--- src/rtl/cache_fill_arbiter.sv ---
// cache_fill_arbiter: shares main memory between I-cache block fills and
// D-cache block fills / write-throughs, with pipelined block reads.
module cache_fill_arbiter #(
  parameter int MEM_LAT = 4,
  parameter int WORDS   = 8
) (
  input  logic                     clk,
  input  logic                     rst_n,
  input  logic                     i_req,
  input  logic [15:0]              i_addr,
  input  logic                     d_req,
  input  logic                     d_wr,
  input  logic [15:0]              d_addr,
  input  logic [15:0]              d_wdata,
  output logic                     mem_en,
  output logic                     mem_wr,
  output logic [15:0]              mem_addr,
  output logic [15:0]              mem_wdata,
  input  logic [15:0]              mem_rdata,
  input  logic                     mem_valid,
  output logic                     i_grant,
  output logic                     d_grant,
  output logic [15:0]              fill_data,
  output logic [$clog2(WORDS)-1:0] fill_idx,
  output logic                     i_fill_valid,
  output logic                     d_fill_valid,
  output logic                     i_done,
  output logic                     d_done
);

  localparam int IdxW = $clog2(WORDS);
  localparam int CntW = IdxW + 1;
  localparam int OffW = $clog2(2 * WORDS);

  localparam logic [CntW-1:0] Full    = CntW'(WORDS);
  localparam logic [CntW-1:0] LastIdx = CntW'(WORDS - 1);
  localparam logic [CntW-1:0] MaxOut  =
    CntW'((MEM_LAT < WORDS) ? MEM_LAT : WORDS);
  localparam logic [15:0]     BlkMask = ~16'((1 << OffW) - 1);

  typedef enum logic [1:0] {
    IDLE,
    FILL_I,
    FILL_D,
    WRITE
  } state_t;

  state_t          state;
  state_t          stateNxt;
  logic [15:0]     base;
  logic [15:0]     wdataQ;
  logic            lastD;
  logic [CntW-1:0] issueCnt;
  logic [CntW-1:0] recvCnt;

  logic            filling;
  logic            issuing;
  logic            recving;
  logic            lastWord;
  logic            pickD;
  logic            pickI;
  logic [15:0]     issueOff;

  assign filling  = (state == FILL_I) || (state == FILL_D);
  assign issuing  = filling && (issueCnt < Full);
  assign recving  = filling && mem_valid;
  assign lastWord = recving && (recvCnt == LastIdx);
  assign issueOff = 16'({issueCnt[IdxW-1:0], 1'b0});

  // under contention the requester that did not win last time goes first
  always_comb begin
    pickD = 1'b0;
    pickI = 1'b0;
    unique case (1'b1)
      (i_req && d_req): begin
        pickD = !lastD;
        pickI = lastD;
      end
      (d_req && !i_req): pickD = 1'b1;
      (i_req && !d_req): pickI = 1'b1;
      default: ;
    endcase
  end

  always_comb begin
    stateNxt = state;
    unique case (state)
      IDLE: begin
        if (pickD)      stateNxt = d_wr ? WRITE : FILL_D;
        else if (pickI) stateNxt = FILL_I;
      end
      FILL_I,
      FILL_D: if (lastWord) stateNxt = IDLE;
      WRITE:  stateNxt = IDLE;
      default: stateNxt = IDLE;
    endcase
  end

  always_ff @(posedge clk or negedge rst_n) begin
    if (!rst_n) begin
      state    <= IDLE;
      base     <= '0;
      wdataQ   <= '0;
      lastD    <= 1'b0;
      issueCnt <= '0;
      recvCnt  <= '0;
    end else begin
      state <= stateNxt;
      if (state == IDLE) begin
        issueCnt <= '0;
        recvCnt  <= '0;
        if (pickD) begin
          lastD  <= 1'b1;
          base   <= d_wr ? d_addr : (d_addr & BlkMask);
          wdataQ <= d_wdata;
        end else if (pickI) begin
          lastD <= 1'b0;
          base  <= i_addr & BlkMask;
        end
      end else if (lastWord || (state == WRITE)) begin
        issueCnt <= '0;
        recvCnt  <= '0;
      end else begin
        if (issuing) issueCnt <= issueCnt + CntW'(1);
        if (recving) recvCnt  <= recvCnt + CntW'(1);
      end
    end
  end

  always_comb begin
    mem_en    = 1'b0;
    mem_wr    = 1'b0;
    mem_addr  = '0;
    mem_wdata = '0;
    if (issuing) begin
      mem_en   = 1'b1;
      mem_addr = base + issueOff;
    end
    if (state == WRITE) begin
      mem_en    = 1'b1;
      mem_wr    = 1'b1;
      mem_addr  = base;
      mem_wdata = wdataQ;
    end
  end

  assign i_grant      = (state == FILL_I);
  assign d_grant      = (state == FILL_D) || (state == WRITE);
  assign fill_data    = mem_rdata;
  assign fill_idx     = recving ? recvCnt[IdxW-1:0] : '0;
  assign i_fill_valid = recving && (state == FILL_I);
  assign d_fill_valid = recving && (state == FILL_D);
  assign i_done       = lastWord && (state == FILL_I);
  assign d_done       = (lastWord && (state == FILL_D))
                     || (state == WRITE);

  // memory must return each word within MEM_LAT cycles of its issue
  a_latency: assert property (@(posedge clk) disable iff (!rst_n)
    recving |-> ((issueCnt - recvCnt) <= MaxOut));

  a_oneGrant: assert property (@(posedge clk) disable iff (!rst_n)
    !(i_grant && d_grant));

  a_oneFill: assert property (@(posedge clk) disable iff (!rst_n)
    !(i_fill_valid && d_fill_valid));

endmodule

--- config.mk ---
export PLATFORM = sky130hd
export DESIGN_NAME = cache_fill_arbiter
export DESIGN_NICKNAME = d
export VERILOG_FILES = /design/src/rtl/cache_fill_arbiter.sv
export SDC_FILE = /design/constraint.sdc
export NUM_CORES = 1
export LEC_CHECK = 0
export ABC_AREA = 1
export BUFFER_PORTS_ARGS = -buffer_cell sky130_fd_sc_hd__clkbuf_2
export CORE_UTILIZATION = 45
export CTS_BUF_LIST = sky130_fd_sc_hd__clkbuf_8
export CTS_CLUSTER_DIAMETER = 40
export DETAILED_ROUTE_END_ITERATION = 10
export PLACE_DENSITY = 0.76
export SYNTH_ARGS = -nofsm -noshare
export SYNTH_HDL_FRONTEND = slang
export SYNTH_SLANG_ARGS = --single-unit
--- constraint.sdc ---
create_clock -name clk -period 2.2 [get_ports clk]
set_input_delay 0 -clock clk [delete_from_list [all_inputs] [get_ports clk]]
set_output_delay 0 -clock clk [all_outputs]
set_load 0.05 [all_outputs]
==> results.cfg <==
[final_layout]
final_util = 0.587
fin_nets = 593
drive_above_1_share = 0.302
final_area_um2 = 3730
final_common_cell = nand2_1
layoutNonFillerInstCount = 590
area_delta_synth_final_pct = 25.5
diodes = 0
final_cell_mix = 118 x nand2_1, 85 x clkbuf_2, 46 x inv_1

[setup_path]
crit_path_end_kind = output port
regToRegSetupSlack_ns = 0.53
rr_endpoint = base[0]
cp.required_ns = 2.20
slowest_delay_ns = 0.36
cpMostUsedCell = nand2_1
crit_chain = ha_2, inv_1, fa_2, inv_2, nand2_1, nand2_2, nand2_2, o21ai_2, nand2_1, nand2_1, inv_1, clkbuf_4
critical_path.top_delay_family = adder cells
r2r_start = state[0]
path_class = flop to output port
path_max_fanout = 5
crit_slowest_cell = dfrtp_1
reg2reg_depth = 4
crit_path_start_kind = flop
crit_arrival_ns = 2.10
crit_buf_inv = 4

[clocking]
path_clk_slew_ns = 0.08
cts.sinks = 43
cts_tree = built
htreeDepth = 2
insertion_delay_ns = 0.29
clk_path_buf_depth = 2
numCtsBuffers = 5
root_buffer = clkbuf_8

[power_and_ir_drop]
leakage_nw = 2.09
clkPwrFrac = 0.110
ir_drop_mv = 0.951
sw_frac_of_total = 0.536
switchingPower_mw = 2.65
combPwrFrac = 0.603
p_per_area_nw_per_um2 = 1320
power_mw = 4.93
p_int_mw = 2.29
seqPwrFrac = 0.287

[place]
io_buffer_count = 92
place.gp.congestion = 0.813
placed_cells = 553
placed_cell_area_um2 = 3320
place_hpwl_mm = 4.98

[run_status]
outcome = finished clean

[hold_path]
hold_class = input port to output port
worst_hold_path.endpoint = fill_data[7]
worstHoldStart = mem_rdata[7]
hold_depth = 0

[route]
dr_wl_met2_mm = 3.42
initialDrtViolationCount = 105
post-route-drc-count = 0
highest_layer = met4
routed-wl-met3_um = 347
vias = 2853
wl_per_cell_um = 11.9
antenna_left = 0
first_pass_iters = 4
wl_mm = 7.01
post_drt_via_cell_ratio = 4.84
met1_length_mm = 3.09

[die]
io_pins = 129
die_w_um = 83.2
dieArea_um2 = 6930
coreArea_um2 = 6350
die_h_um = 83.2
rows = 29
start_util = 0.468

[synthesis]
synth-seq-cells = 43
syn_avg_cell_area_um2 = 7.23
yosysWarnings = 0
yosysSeqAreaShare = 0.362
syn_inst = 411
yosysUniqueCellTypes = 36
synth_area_um2 = 2970
syn_nets = 492

[timing]
timing.fmax_ghz = 0.475
worst_pin_slew_ns = 0.705
setup_viol = 0
maxSlewViolCount = 0
finalClockSkew_ns = 0.00423
finalCriticalPeriod_ns = 2.10
relSlewSlack = 0.529
finalCritPeriodShare = 0.956
hold_viol_final = 0
tns_ns = 0

[global_routing]
grt_pass1_wl_mm = 12.0
antenna_found_initial = 0
overflow = 0
first_global_vias = 2902
grt_max_degree = 44
grtUsageTotal = 0.209

[job]
drv_cap = 0
-- cells by family after synthesis --
family,after synthesis,share of synthesized area
adders and majority gates,11,0.0489
AOI/OAI and AO/OA,45,0.0931
buffers and inverters,83,0.149
and+or+nand+nor,224,0.332
DFF,43,0.362
xor gates and xnor gates,5,0.0147
-- state kept, by name (all words and copies together), names as in the netlist --
signal and flops:
wdataQ 16, recvCnt 4, base 16, lastD 1, state 2, issueCnt 4
-- metal layers --
metal | GRT usage | up-vias
met1 | 0.237 | 1284
li1 | - | 1467
met5 | 0 | -
met3 | 0.0487 | 17
met4 | 0.0878 | 0
met2 | 0.376 | 85
-- cells in the mapped netlist --
cell type	number	share of area
nor2_4	2	0.0076
or2_2	12	0.025
nand2_4	2	0.0076
o21ai_1	8	0.013
inv_4	1	0.0021
buf_1	1	0.0013
xnor2_1	1	0.0029
buf_4	18	0.045
o21ai_2	7	0.021
nor2_1	41	0.052
nand3_2	2	0.0067
clkbuf_1	1	0.0013
inv_1	46	0.058
fa_1	1	0.0067
a41oi_1	1	0.0029
buf_8	1	0.0051
nand2_2	5	0.011
nor3_1	2	0.0034
buf_6	5	0.019
o22ai_1	6	0.013
ha_1	10	0.042
dfrtp_1	43	0.36
a21oi_4	1	0.0055
o21bai_1	1	0.0025
a21oi_1	5	0.0084
xor2_1	4	0.012
inv_6	1	0.0029
nand2_1	119	0.15
buf_2	5	0.0084
o21ai_0	16	0.027
nand4_1	2	0.0042
inv_2	4	0.0051
nor3b_1	1	0.0025
nand3_1	33	0.056
nand3b_1	1	0.0025
nor2_2	2	0.0042
-- power groups by stage --
stage | Clock (mW) | Combinational (mW) | Sequential [mW]
after floorplan | 0 | 2.50 | 1.33
after global placement | 0 | 2.77 | 1.41
after detailed placement | 0 | 2.82 | 1.43
after CTS | 0.562 | 2.89 | 1.41
after global routing | 0.585 | 3.28 | 1.47
final | 0.543 | 2.98 | 1.41
-- layout make-up --
class | count | area [µm²]
fill | 603 | 2620
clock inverter | 1 | 3.75
tap | 77 | 96.3
multi-input combinational | 285 | 1470
timing repair buffer | 125 | 785
inverter | 52 | 203
sequential | 43 | 1080
clock buffer | 7 | 96.3
-- per-stage QoR --
stage / worst slack [ns] / hold WS (ns)
3_5_place_dp: 0.229 / 0.000341
5_1_grt: -0.0394 / 0.0000703
3_3_place_gp: 0.290 / 0.000341
6_report: 0.0963 / 0.0000172
4_1_cts: 0.000681 / 0.000341
2_1_floorplan: 0.0106 / -0.296
-- timing repair --
action	4_1_cts	5_1_grt
pin swaps	0	2
setup endpoints to repair	6	10
hold buffers	23	0
buffers inserted	1	5
gates resized for setup	2	20
hold endpoints to repair	65	0
-- worst max path at each step --
stage	start	end	slack, ns	depth (start not counted)
after global placement	issueCnt[0]	mem_addr[9]	0.29	12
after CTS	issueCnt[0]	mem_addr[9]	0.0007	12
final	issueCnt[0]	mem_addr[9]	0.1	12
after detailed placement	issueCnt[0]	mem_addr[9]	0.23	12
after global routing	state[0]	mem_addr[9]	-0.04	11
after floorplan	state[0]	d_done	0.01	6
No activity file was read; power rests on OpenSTA's default activity.
